--- config.mk ---
export PLATFORM = sky130hd
export DESIGN_NAME = cp0
export DESIGN_NICKNAME = d
export VERILOG_FILES = /design/src/rtl/cp0_pkg.sv /design/src/rtl/cp0_int_arb.sv /design/src/rtl/cp0.sv
export SDC_FILE = /design/constraint.sdc
export NUM_CORES = 1
export LEC_CHECK = 0
export CAP_MARGIN = 15
export CORE_MARGIN = 2
export CORE_UTILIZATION = 40
export CTS_CLUSTER_DIAMETER = 80
export CTS_CLUSTER_SIZE = 25
export DETAILED_ROUTE_END_ITERATION = 8
export GPL_TIMING_DRIVEN = 0
export PLACE_DENSITY = 0.84
export SLEW_MARGIN = 30
export SYNTH_ARGS = -nofsm -noshare
export SYNTH_HDL_FRONTEND = slang
export SYNTH_SLANG_ARGS = --single-unit
--- constraint.sdc ---
create_clock -name clk -period 3.3 [get_ports clk]
set_clock_uncertainty 0.05 [all_clocks]
set_input_delay 0.495 -clock clk [delete_from_list [all_inputs] [get_ports clk]]
set_output_delay 0.495 -clock clk [all_outputs]
set_load 0.01 [all_outputs]
--- src/rtl/cp0_pkg.sv ---
// CP0 shared definitions: register selects, PRId constant, exception codes
// and SR/Cause field bit positions.
package cp0_pkg;

  localparam logic [4:0] REG_SR    = 5'd12;
  localparam logic [4:0] REG_CAUSE = 5'd13;
  localparam logic [4:0] REG_EPC   = 5'd14;
  localparam logic [4:0] REG_PRID  = 5'd15;

  localparam logic [31:0] PRID_VALUE = 32'h2018_0007;

  localparam logic [4:0] EXC_INT  = 5'd0;
  localparam logic [4:0] EXC_ADEL = 5'd4;
  localparam logic [4:0] EXC_ADES = 5'd5;
  localparam logic [4:0] EXC_RI   = 5'd10;
  localparam logic [4:0] EXC_OV   = 5'd12;

  localparam int SR_IE     = 0;
  localparam int SR_EXL    = 1;
  localparam int SR_IM_LO  = 10;
  localparam int SR_IM_HI  = 15;

  localparam int CAUSE_EXC_LO = 2;
  localparam int CAUSE_EXC_HI = 6;
  localparam int CAUSE_IP_LO  = 10;
  localparam int CAUSE_IP_HI  = 15;
  localparam int CAUSE_BD     = 31;

  // EPC always holds a word-aligned address.
  function automatic logic [31:0] word_align(input logic [31:0] addr);
    return {addr[31:2], 2'b00};
  endfunction

endpackage

--- src/rtl/cp0_int_arb.sv ---
// CP0 exception arbiter: decides whether the pipeline must take an exception
// this cycle and which code lands in Cause.ExcCode. A pending, unmasked
// device interrupt outranks a simultaneous internal exception.
module cp0_int_arb
  import cp0_pkg::*;
(
  input  logic       i_exl,
  input  logic       i_ie,
  input  logic [5:0] i_im,
  input  logic [5:0] i_hwint,
  input  logic [4:0] i_exccode,
  output logic       o_int_req,
  output logic [4:0] o_exccode
);

  logic w_irq;
  logic w_exc;

  // Interrupt and internal-exception terms, both masked while EXL is set.
  always_comb begin
    w_irq     = i_ie & (|(i_hwint & i_im));
    w_exc     = (i_exccode != EXC_INT);
    o_int_req = ~i_exl & (w_irq | w_exc);
    o_exccode = w_irq ? EXC_INT : i_exccode;
  end

endmodule

--- src/rtl/cp0.sv ---
// CP0 coprocessor: SR, Cause, EPC and PRId with mfc0/mtc0 access and
// exception/interrupt entry. Optional macro CP0_BD_EN enables delay-slot
// handling (Cause.BD and EPC = PC-4 for a faulting delay-slot instruction).
module cp0
  import cp0_pkg::*;
(
  input  logic        clk,
  input  logic        reset,
  input  logic [4:0]  A1,
  input  logic [4:0]  A2,
  input  logic [31:0] DIn,
  input  logic        WE,
  input  logic [31:0] PC,
  input  logic [4:0]  ExcCode,
  input  logic [5:0]  HWInt,
  input  logic        EXLClr,
  input  logic        BD,
  output logic        IntReq,
  output logic [31:0] EPC,
  output logic [31:0] DOut
);

  logic [5:0]  r_im;
  logic        r_exl;
  logic        r_ie;
  logic [5:0]  r_ip;
  logic [4:0]  r_exccode;
  logic [31:0] r_epc;
  logic        w_bd;

  logic        w_int_req;
  logic [4:0]  w_exc_sel;
  logic [31:0] w_epc_next;
  logic [31:0] w_sr;
  logic [31:0] w_cause;

  cp0_int_arb u_int_arb (
    .i_exl     (r_exl),
    .i_ie      (r_ie),
    .i_im      (r_im),
    .i_hwint   (HWInt),
    .i_exccode (ExcCode),
    .o_int_req (w_int_req),
    .o_exccode (w_exc_sel)
  );

`ifdef CP0_BD_EN
  logic r_bd;

  // A faulting delay-slot instruction restarts at its branch.
  always_comb begin
    w_epc_next = word_align(BD ? (PC - 32'd4) : PC);
    w_bd       = r_bd;
  end

  // Cause.BD follows the committing instruction on every exception entry.
  always_ff @(posedge clk or posedge reset) begin
    if (reset)          r_bd <= 1'b0;
    else if (w_int_req) r_bd <= BD;
  end
`else
  logic w_unused_bd;

  // Without delay-slot support BD is ignored and Cause.BD reads 0.
  always_comb begin
    w_epc_next  = word_align(PC);
    w_bd        = 1'b0;
    w_unused_bd = BD;
  end
`endif

  // SR/Cause/EPC update: entry beats mtc0 and eret; IP samples HWInt always.
  always_ff @(posedge clk or posedge reset) begin
    if (reset) begin
      r_im      <= '0;
      r_exl     <= 1'b0;
      r_ie      <= 1'b0;
      r_ip      <= '0;
      r_exccode <= '0;
      r_epc     <= '0;
    end else begin
      r_ip <= HWInt;
      if (w_int_req) begin
        r_exl     <= 1'b1;
        r_epc     <= w_epc_next;
        r_exccode <= w_exc_sel;
      end else begin
        if (WE && (A2 == REG_SR)) begin
          r_im  <= DIn[SR_IM_HI:SR_IM_LO];
          r_exl <= DIn[SR_EXL];
          r_ie  <= DIn[SR_IE];
        end else if (WE && (A2 == REG_EPC)) begin
          r_epc <= word_align(DIn);
        end
        if (EXLClr) r_exl <= 1'b0;
      end
    end
  end

  // Register views assembled from their fields; unlisted bits read 0.
  always_comb begin
    w_sr                                = '0;
    w_sr[SR_IM_HI:SR_IM_LO]             = r_im;
    w_sr[SR_EXL]                        = r_exl;
    w_sr[SR_IE]                         = r_ie;
    w_cause                             = '0;
    w_cause[CAUSE_BD]                   = w_bd;
    w_cause[CAUSE_IP_HI:CAUSE_IP_LO]    = r_ip;
    w_cause[CAUSE_EXC_HI:CAUSE_EXC_LO]  = r_exccode;
  end

  // mfc0 read mux and direct outputs (no same-cycle forwarding).
  always_comb begin
    IntReq = w_int_req;
    EPC    = r_epc;
    DOut   = '0;
    case (A1)
      REG_SR:    DOut = w_sr;
      REG_CAUSE: DOut = w_cause;
      REG_EPC:   DOut = r_epc;
      REG_PRID:  DOut = PRID_VALUE;
      default:   DOut = '0;
    endcase
  end

endmodule

==> results of run 1 <==
flip-flops by register name, summed over array words and instances, names as in the netlist:
signal	flops
EPC	30
r_ie	1
r_ip	6
r_im	6
r_exl	1
r_exccode	5
cells in the mapped netlist (all sizes together):
cell type	n
clkbuf	7
o21ai	3
conb	1
o31ai	1
nor4bb	1
buf	6
a21o	3
inv	5
nand3b	2
nor3b	4
or4	1
mux2	69
nor2	23
a311oi	1
a22oi	7
a21oi	9
a31oi	1
mux2i	7
nand3	1
and2	16
nand2	5
dfrtp	49
nor2b	5
worst paths after layout:
kind / from / to / cells past startpoint
max: A1[1] / DOut[7] / 6
min: r_exccode[3]$_DFFE_PP0P_ / r_exccode[3]$_DFFE_PP0P_ / 1
max reg2reg: r_im[1]$_DFFE_PP0P_ / EPC[12]$_DFFE_PP0P_ / 6
min reg2reg: r_exccode[3]$_DFFE_PP0P_ / r_exccode[3]$_DFFE_PP0P_ / 1
max in group asynchronous: reset / EPC[9]$_DFFE_PP0P_ / 2
min in group asynchronous: reset / EPC[11]$_DFFE_PP0P_ / 2
cell type report:
type                       count  share of cell area
buffer                        13              0.0183
multi-input combinational    161               0.310
tap                           77              0.0221
timing repair buffer         150               0.343
sequential                    49               0.281
inverter                       5             0.00487
clock buffer                   7              0.0198
metrics by stage:
stage | std cells | total power [mW] | setup WS [ns]
final | 462 | 2.80 | 0.200
after global placement | 454 | 2.40 | -0.208
after floorplan | 228 | 1.77 | 0.997
after detailed placement | 454 | 2.45 | -0.255
after CTS | 462 | 2.82 | 0.0739
after global routing | 462 | 2.96 | 0.0539
critical path, stage by stage:
cell	delay, ns
clkdlybuf4s50_1	0.53
nor2b_2	0.30
nor2b_4	0.28
clkbuf_2	0.25
and2_1	0.16
clkdlybuf4s50_1	0.54
per-layer routing:
layer  GRT usage  routed length, um  vias up  part of all wire
li1            -                  -     1104                 -
met1       0.230               3000     1120              0.39
met2       0.369               3890       91              0.51
met3      0.0549                544       14             0.072
met4      0.0707                168        0             0.022
met5           0                  0        -                 0
cell usage in the layout, fill, tap and decap left out, types with 2 or more instances in the layout:
cell type	n
and2_1	16
mux2_1	2
inv_1	4
nand3b_1	2
buf_6	3
a21oi_1	9
dfrtp_1	49
conb_1	2
nand2_1	5
a22oi_1	7
mux2_2	67
clkdlybuf4s50_1	149
clkbuf_1	7
nor2b_1	3
buf_4	3
nor2_1	23
a21o_1	3
o21ai_0	3
clkbuf_8	6
nor3b_1	3
mux2i_1	7
repair_timing:
action                     CTS  global route
hold buffers                 0             0
setup endpoints to repair   11            11
pin swaps                    1             0
resized for setup            3             2
setup buffers                1             0
hold endpoints to repair     0             0
cell families (layout without fill, tap and decap cells):
family | Yosys count | in the layout | synth area share
other cells | 1 | 2 | 0.00141
compound gates | 25 | 25 | 0.0645
buf+inv | 18 | 175 | 0.0367
mux | 76 | 76 | 0.319
flops | 49 | 49 | 0.461
simple gates | 58 | 58 | 0.118
power by group through the flow:
stage,Sequential (mW),Clock [mW],Combinational [mW]
finish,1.04,0.360,1.40
global route,1.08,0.388,1.50
CTS,1.04,0.369,1.41
detailed placement,1.05,0,1.40
global placement,1.03,0,1.37
floorplan,1.10,0,0.671
==> results.ini, run 1 <==
[floorplanning]
rows = 29
die_area_mm2 = 0.00732
die_y_um = 85.5
initial_core_util = 0.416
core_area_mm2 = 0.00639
ioPinCount = 155
die_w_um = 85.5

[cells_and_area]
areaGrowthSynthToFinish_pct = 64.1
drive_above_1_share = 0.226
nFillCells = 532
antennaDiodeCount = 0
fin_area_mm2 = 0.00436
ff_latch_area_mm2 = 0.00123
final_util = 0.683
multiInputGateArea_mm2 = 0.00136
final_nets = 475

[clock_network]
htree_levels = 2
clock_latency_ns = 0.29
ctsLongestPathBuffers = 2
tritoncts = done
ctsRootBufferMaster = clkbuf_8
clock-sinks = 49
cts-buffers-inserted = 5
clkTransAtPathRegs_ns = 0.09

[logic_synthesis]
synth_top_cell_by_area = dfrtp_1
netlist_area_mm2 = 0.00266
yosysTopAreaCellShare = 0.461
seq_area_frac_synth = 0.461
syn_inst = 227
synth_cell_type_count = 27
syn_area_per_cell_um2 = 11.7
ys_top_cells_by_area = dfrtp_1, mux2_2, and2_1, nor2_1, mux2i_1
yosys_warnings = 0
ys_ff_latch = 49

[timing]
hold_slack_ns = 0.441
finalHoldViolCount = 0
tightest_slew_ns = 0.719
rsz0062_at_grt = no
finalSetupViolCount = 0
slew_headroom = 0.521
min_period_ns = 3.10
finalCritPeriodShare = 0.939
setup_tns_ns = 0
drv_slew = 0
fmax_mhz = 323

[drt]
antenna_left = 0
drt-wirelength-per-cell_um = 16.4
drc = 0
drt_iter0_drc = 60
first_pass_iters = 4
wirelength_um = 7600
routed_via_density = 5.04
vias = 2329

[global_routing]
grt-ovfl-total = 0
antenna_found_initial = 0
grt_pass1_wl_um = 11600
grt_max_degree = 50
track_usage = 0.203
grt_pass1_vias = 2375

[critical_path]
critPathMaxFanout = 10
r2r_setup_slack_ns = 1.08
cp.required_ns = 2.75
crit_arrival_ns = 2.55
cp-start-kind = input port
end_kind = primary output
worst-setup-path-type = input port to primary output

[power_and_ir_drop]
switching_power_uw = 870
p_seq_frac = 0.372
combPwrFrac = 0.500
internal_power_mw = 1.93
worst_ir_drop_vdd_mv = 0.397
clock_power_share = 0.129
switching_share = 0.311
powerDensity_mw_per_mm2 = 641
leakage_nw = 1.79

[worst_hold_path]
hold_path.class = flop to flop

[run_status]
status = complete, no violations

[job]
drv_cap = 0

[place]
place_hpwl_um = 5940
postPlaceCellArea_mm2 = 0.00425
port_buffers = 149
gp_congestion = 0.788

No activity file was read; power rests on OpenSTA's default activity.
==> inputs of run 2 (changes only) <==
--- a/config.mk
+++ b/config.mk
@@ -19 +19,2 @@
 export SYNTH_SLANG_ARGS = --single-unit
+export TNS_END_PERCENT = 100
--- a/constraint.sdc
+++ b/constraint.sdc
@@ -4,2 +4,2 @@
 set_output_delay 0.495 -clock clk [all_outputs]
-set_load 0.01 [all_outputs]
+set_load 0.005 [all_outputs]
==> run 2 against run 1 <==
Final cell count unchanged; global-route usage unchanged; clock power about the same; clock-buffer cell count unchanged; via count fell by 0.13%; critical endpoint is now IntReq; flip-flop and latch count unchanged; die area did not move; first-iteration DRC count rose by 6.7%; final area down 0.14%; register-to-register slack got worse by 0.06 ns.
==> results.ini, run 2 (same netlist as run 1, synthesis figures left out) <==
[cells_and_area]
final_cells = 462  ; unchanged
final_nets = 475  ; unchanged
final_common_cell = clkdlybuf4s50_1  ; unchanged
largest_reg_flops = 30  ; unchanged
final_cell_mix = clkdlybuf4s50_1, mux2_2, dfrtp_1  ; unchanged
antennaDiodeCount = 0  ; unchanged
areaGrowthSynthToFinish_pct = 63.9  ; was 64.1%
fin_area_mm2 = 0.00436  ; about the same
final_util = 0.682  ; was 0.683
nFillCells = 532  ; unchanged
drive_above_1_share = 0.223  ; was 0.226

[worst_hold_path]
worst_hold_startpoint = r_exccode[3]$_DFFE_PP0P_  ; unchanged
hold_path.class = flop to flop  ; unchanged
hold_path_depth = 1  ; unchanged
hold_path_end = r_exccode[3]$_DFFE_PP0P_  ; unchanged

[global_routing]
grt_pass1_vias = 2375  ; unchanged
grt_max_degree = 50  ; unchanged
antenna_found_initial = 0  ; unchanged
grt-ovfl-total = 0  ; unchanged
grt_pass1_wl_um = 11600  ; unchanged
track_usage = 0.203  ; unchanged

[drt]
drc = 0  ; unchanged
first_pass_iters = 4  ; unchanged
wirelength_um = 7600  ; unchanged
routed_via_density = 5.03  ; was 5.04
drt-wirelength-per-cell_um = 16.4  ; unchanged
antenna_left = 0  ; unchanged
drt_iter0_drc = 64  ; was 60
vias = 2326  ; was 2,329

[run_status]
status = complete, no violations  ; unchanged

[critical_path]
critPathMaxFanout = 10  ; unchanged
end_kind = primary output  ; unchanged
r2r-end = EPC[12]$_DFFE_PP0P_  ; unchanged
cp.required_ns = 2.75  ; about the same
r2r_start = r_im[0]$_DFFE_PP0P_  ; was r_im[1]$_DFFE_PP0P_
crit_arrival_ns = 2.55  ; about the same
worst-setup-path-type = input port to primary output  ; unchanged
r2r_setup_slack_ns = 1.02  ; was 1.08 ns
cp-start-kind = input port  ; unchanged
ff2ff_path_depth = 6  ; unchanged

[floorplanning]
core_area_mm2 = 0.00639  ; unchanged
rows = 29  ; unchanged
die_area_mm2 = 0.00732  ; unchanged
die_w_um = 85.5  ; unchanged
initial_core_util = 0.416  ; unchanged
die_y_um = 85.5  ; unchanged
ioPinCount = 155  ; unchanged

[place]
place_hpwl_um = 5940  ; unchanged
dp.cells = 454  ; unchanged
pre_cts_ws_ns = -0.220  ; was -0.255 ns
port_buffers = 149  ; unchanged
gp_congestion = 0.788  ; unchanged
postPlaceCellArea_mm2 = 0.00425  ; unchanged

[power_and_ir_drop]
leakage_nw = 1.79  ; about the same
powerDensity_mw_per_mm2 = 622  ; was 641 mW/mm2
worst_ir_drop_vdd_mv = 0.383  ; was 0.397 mV

[timing]
tightest_slew_ns = 0.715  ; was 0.719 ns
finalSetupViolCount = 0  ; unchanged
drv_slew = 0  ; unchanged
hold_slack_ns = 0.440  ; was 0.441 ns
setup_ws_ns = 0.209  ; was 0.200 ns
finalHoldViolCount = 0  ; unchanged
rsz0062_at_grt = no  ; unchanged
finalCritPeriodShare = 0.937  ; was 0.939
slew_headroom = 0.524  ; was 0.521
fmax_mhz = 324  ; was 323 MHz
min_period_ns = 3.09  ; was 3.10 ns

[job]
drv_cap = 0  ; unchanged

[clock_network]
clock-sinks = 49  ; unchanged
clkTransAtPathRegs_ns = 0.09  ; about the same
clock_latency_ns = 0.29  ; about the same
tritoncts = done  ; unchanged
htree_levels = 2  ; unchanged
ctsRootBufferMaster = clkbuf_8  ; unchanged
cts-buffers-inserted = 5  ; unchanged
ctsLongestPathBuffers = 2  ; unchanged

==> run 2: routing by layer <==
metal,vias to the layer above,routed length (um),global-route usage,share of wire
met2,89,3890,0.369,0.51
li1,1105,-,-,-
met1,1118,3020,0.230,0.40
met5,-,0,0,0
met3,14,527,0.0549,0.069
met4,0,170,0.0707,0.022
==> run 2: report_power, final <==
part	switching, mW	leakage, nW	internal, mW
registers	0.186	0.583	0.854
clock network	0.192	0.0443	0.167
logic	0.407	1.16	0.902
==> run 2: layout make-up <==
cell class | instances | area [um2] | share of cell area
clock buffers | 7 | 86.3 | 0.0198
plain buffers | 13 | 80.1 | 0.0184
flip-flops and latches | 49 | 1230 | 0.281
multi-input cells | 161 | 1350 | 0.310
inverters | 5 | 21.3 | 0.00488
repair buffers | 150 | 1500 | 0.344
well taps | 77 | 96.3 | 0.0221
==> run 2: repair_timing <==
item	4_1_cts	5_1_grt
gates resized for setup	2	2
setup buffers	1	0
hold buffers	0	0
pin swaps	1	0
endpoints found under the setup margin	11	10
==> run 2: through the flow <==
stage,TNS [ns],power (mW)
6_report,0,2.71
3_3_place_gp,-1.72,2.32
3_5_place_dp,-2.18,2.37
2_1_floorplan,0,1.69
5_1_grt,0,2.88
4_1_cts,0,2.74
==> run 2: how the worst max path moves through the flow <==
stage	startpoint	endpoint	slack (ns)	cells after the start
5_1_grt	HWInt[0]	IntReq	0.03	7
4_1_cts	A1[1]	DOut[7]	0.01	6
2_1_floorplan	ExcCode[3]	IntReq	1.02	4
3_3_place_gp	A1[1]	DOut[23]	-0.17	6
3_5_place_dp	A1[1]	DOut[7]	-0.22	6
6_report	HWInt[0]	IntReq	0.21	7
==> run 2: worst max-delay path, stage by stage <==
cell and delay (ns):
clkdlybuf4s50_1 0.50, a22oi_1 0.14, a31oi_1 0.56, o31ai_4 0.14
buf_6 0.17, inv_1 0.05, clkdlybuf4s50_1 0.48
==> inputs of run 3 (changes only) <==
Settings changed: CTS_BUF_LIST from default to sky130_fd_sc_hd__clkbuf_4 sky130_fd_sc_hd__clkbuf_8 sky130_fd_sc_hd__clkbuf_16, SKIP_LAST_GASP from default to 1.
==> run 3 against run 2 <==
Final area hardly changed; utilization up 0.059 points; register-to-register slack improved by 0.02 ns; combinational power barely moved; flip-flop and latch count stayed put; final cell count unchanged; largest cell class unchanged; highest routed layer unchanged.
==> results.ini, run 3 (same netlist as run 1, synthesis figures left out) <==
[clock_network]
clock-sinks = 49  ; unchanged
ctsLongestPathBuffers = 2  ; unchanged
htree_levels = 2  ; unchanged
cts-buffers-inserted = 5  ; unchanged
ctsRootBufferMaster = clkbuf_8  ; unchanged
holdBufCountCts = 0  ; unchanged
clock_latency_ns = 0.29  ; about the same
clkTransAtPathRegs_ns = 0.09  ; about the same
tritoncts = done  ; unchanged

[floorplanning]
die_y_um = 85.5  ; unchanged
die_area_mm2 = 0.00732  ; unchanged
rows = 29  ; unchanged
ioPinCount = 155  ; unchanged
core_area_mm2 = 0.00639  ; unchanged
initial_core_util = 0.416  ; unchanged
die_w_um = 85.5  ; unchanged

[critical_path]
r2r_setup_slack_ns = 1.04  ; was 1.02 ns
worstPathCellList = clkdlybuf4s50_1 -> buf_1 -> mux2i_1 -> nor2_1 -> a21oi_1 -> nor2_1 -> clkdlybuf4s50_1  ; was clkdlybuf4s50_1 -> a22oi_1 -> a31oi_1 -> o31ai_4 -> buf_6 -> inv_1 -> clkdlybuf4s50_1
end_kind = primary output  ; unchanged
critical_path.top_delay_family = buffers and inverters  ; unchanged
worst-setup-path-type = input port to primary output  ; unchanged
critPathMaxFanout = 10  ; unchanged
cp_slowest_stage_delay_ns = 0.53  ; was 0.56 ns
ff2ff_path_depth = 6  ; unchanged
critPathBufInv = 3  ; was 4
slowest_stage = clkdlybuf4s50_1  ; was a31oi_1
r2r-end = EPC[12]$_DFFE_PP0P_  ; unchanged
crit_arrival_ns = 2.55  ; about the same
cp.required_ns = 2.75  ; about the same
r2r_start = r_im[1]$_DFFE_PP0P_  ; was r_im[0]$_DFFE_PP0P_
cp-start-kind = input port  ; unchanged

[timing]
setup_ws_ns = 0.205  ; was 0.209 ns
hold_slack_ns = 0.442  ; was 0.440 ns
finalCritPeriodShare = 0.938  ; was 0.937
setup_tns_ns = 0  ; unchanged
finalSetupViolCount = 0  ; unchanged
tightest_slew_ns = 0.720  ; was 0.715 ns
rsz0062_at_grt = no  ; unchanged
fmax_mhz = 323  ; was 324 MHz
drv_slew = 0  ; unchanged
slew_headroom = 0.520  ; was 0.524
min_period_ns = 3.10  ; was 3.09 ns
finalHoldViolCount = 0  ; unchanged

[cells_and_area]
final_util = 0.683  ; was 0.682
areaGrowthSynthToFinish_pct = 64.0  ; was 63.9%
nFillCells = 530  ; was 532
antennaDiodeCount = 0  ; unchanged
final_cells = 462  ; unchanged
largest_reg_flops = 30  ; unchanged
fin_area_mm2 = 0.00436  ; about the same
final_cell_mix = clkdlybuf4s50_1, mux2_2, dfrtp_1  ; unchanged
drive_above_1_share = 0.226  ; was 0.223
final_common_cell = clkdlybuf4s50_1  ; unchanged
final_nets = 475  ; unchanged

[place]
pre_cts_ws_ns = -0.220  ; unchanged
postPlaceCellArea_mm2 = 0.00425  ; unchanged
dp.cells = 454  ; unchanged
port_buffers = 149  ; unchanged
gp_congestion = 0.788  ; unchanged
place_hpwl_um = 5940  ; unchanged

[drt]
vias = 2334  ; was 2,326
drt-wirelength-per-cell_um = 16.5  ; was 16.4 um
routed_via_density = 5.05  ; was 5.03
drc = 0  ; unchanged
first_pass_iters = 4  ; unchanged
wirelength_um = 7610  ; was 7600 um
drt_iter0_drc = 43  ; was 64
antenna_left = 0  ; unchanged

[global_routing]
grt_pass1_vias = 2375  ; unchanged
grt_pass1_wl_um = 11600  ; about the same
grt-ovfl-total = 0  ; unchanged
track_usage = 0.204  ; was 0.203
antenna_found_initial = 0  ; unchanged
grt_max_degree = 50  ; unchanged

[worst_hold_path]
hold_path_end = r_exccode[3]$_DFFE_PP0P_  ; unchanged
hold_path.class = flop to flop  ; unchanged
hold_path_depth = 1  ; unchanged
worst_hold_startpoint = r_exccode[3]$_DFFE_PP0P_  ; unchanged

[power_and_ir_drop]
powerDensity_mw_per_mm2 = 623  ; was 622 mW/mm2
worst_ir_drop_vdd_mv = 0.384  ; was 0.383 mV
leakage_nw = 1.79  ; about the same
power_mw = 2.72  ; was 2.71 mW

[job]
drv_cap = 0  ; unchanged

[run_status]
status = complete, no violations  ; unchanged

run 3: cell counts in the layout (fill, tap and decap cells not counted):
Identical to the previous run, type by type.
run 3: worst register-to-register path, cell delays in order, from the launching register on:
cell,delay (ns)
dfrtp_1,0.40
a22oi_1,0.29
a31oi_1,0.29
o31ai_4,0.33
buf_4,0.25
buf_6,0.19
mux2_2,0.36
run 3: layout make-up:
| cell class | instances | area, um2 | area share |
|---|---|---|---|
| Timing Repair Buffer | 150 | 1500 | 0.344 |
| Multi-Input combinational cell | 161 | 1350 | 0.309 |
| Sequential cell | 49 | 1230 | 0.281 |
| Tap cell | 77 | 96.3 | 0.0221 |
| Clock buffer | 7 | 90.1 | 0.0207 |
| Buffer | 13 | 80.1 | 0.0184 |
| Inverter | 5 | 21.3 | 0.00488 |
run 3: power breakdown:
part	total, mW	switching (mW)	internal, mW	leakage, nW
sequential	1.04	0.185	0.854	0.583
clock	0.367	0.192	0.175	0.0477
combinational	1.31	0.408	0.902	1.16
run 3: worst max-delay path by stage:
stage,start,endpoint,slack [ns],depth (start not counted)
after global placement,A1[1],DOut[23],-0.17,6
after CTS,A1[1],DOut[7],0.01,6
after floorplan,ExcCode[3],IntReq,1.02,4
after detailed placement,A1[1],DOut[7],-0.22,6
final,A1[1],DOut[11],0.20,7
after global routing,HWInt[0],IntReq,0.03,7
run 3: timing repair:
item / CTS / global route
pin swaps: 1 / 0
buffers inserted: 1 / 0
endpoints found under the setup margin: 11 / 10
gates resized for setup: 2 / 2
run 3: layer usage:
| layer | track usage | wire length (um) | vias to the layer above |
|---|---|---|---|
| met1 | 0.231 | 3010 | 1121 |
| met5 | 0 | 0 | - |
| met3 | 0.0549 | 555 | 14 |
| met4 | 0.0707 | 168 | 0 |
| li1 | - | - | 1107 |
| met2 | 0.369 | 3870 | 92 |
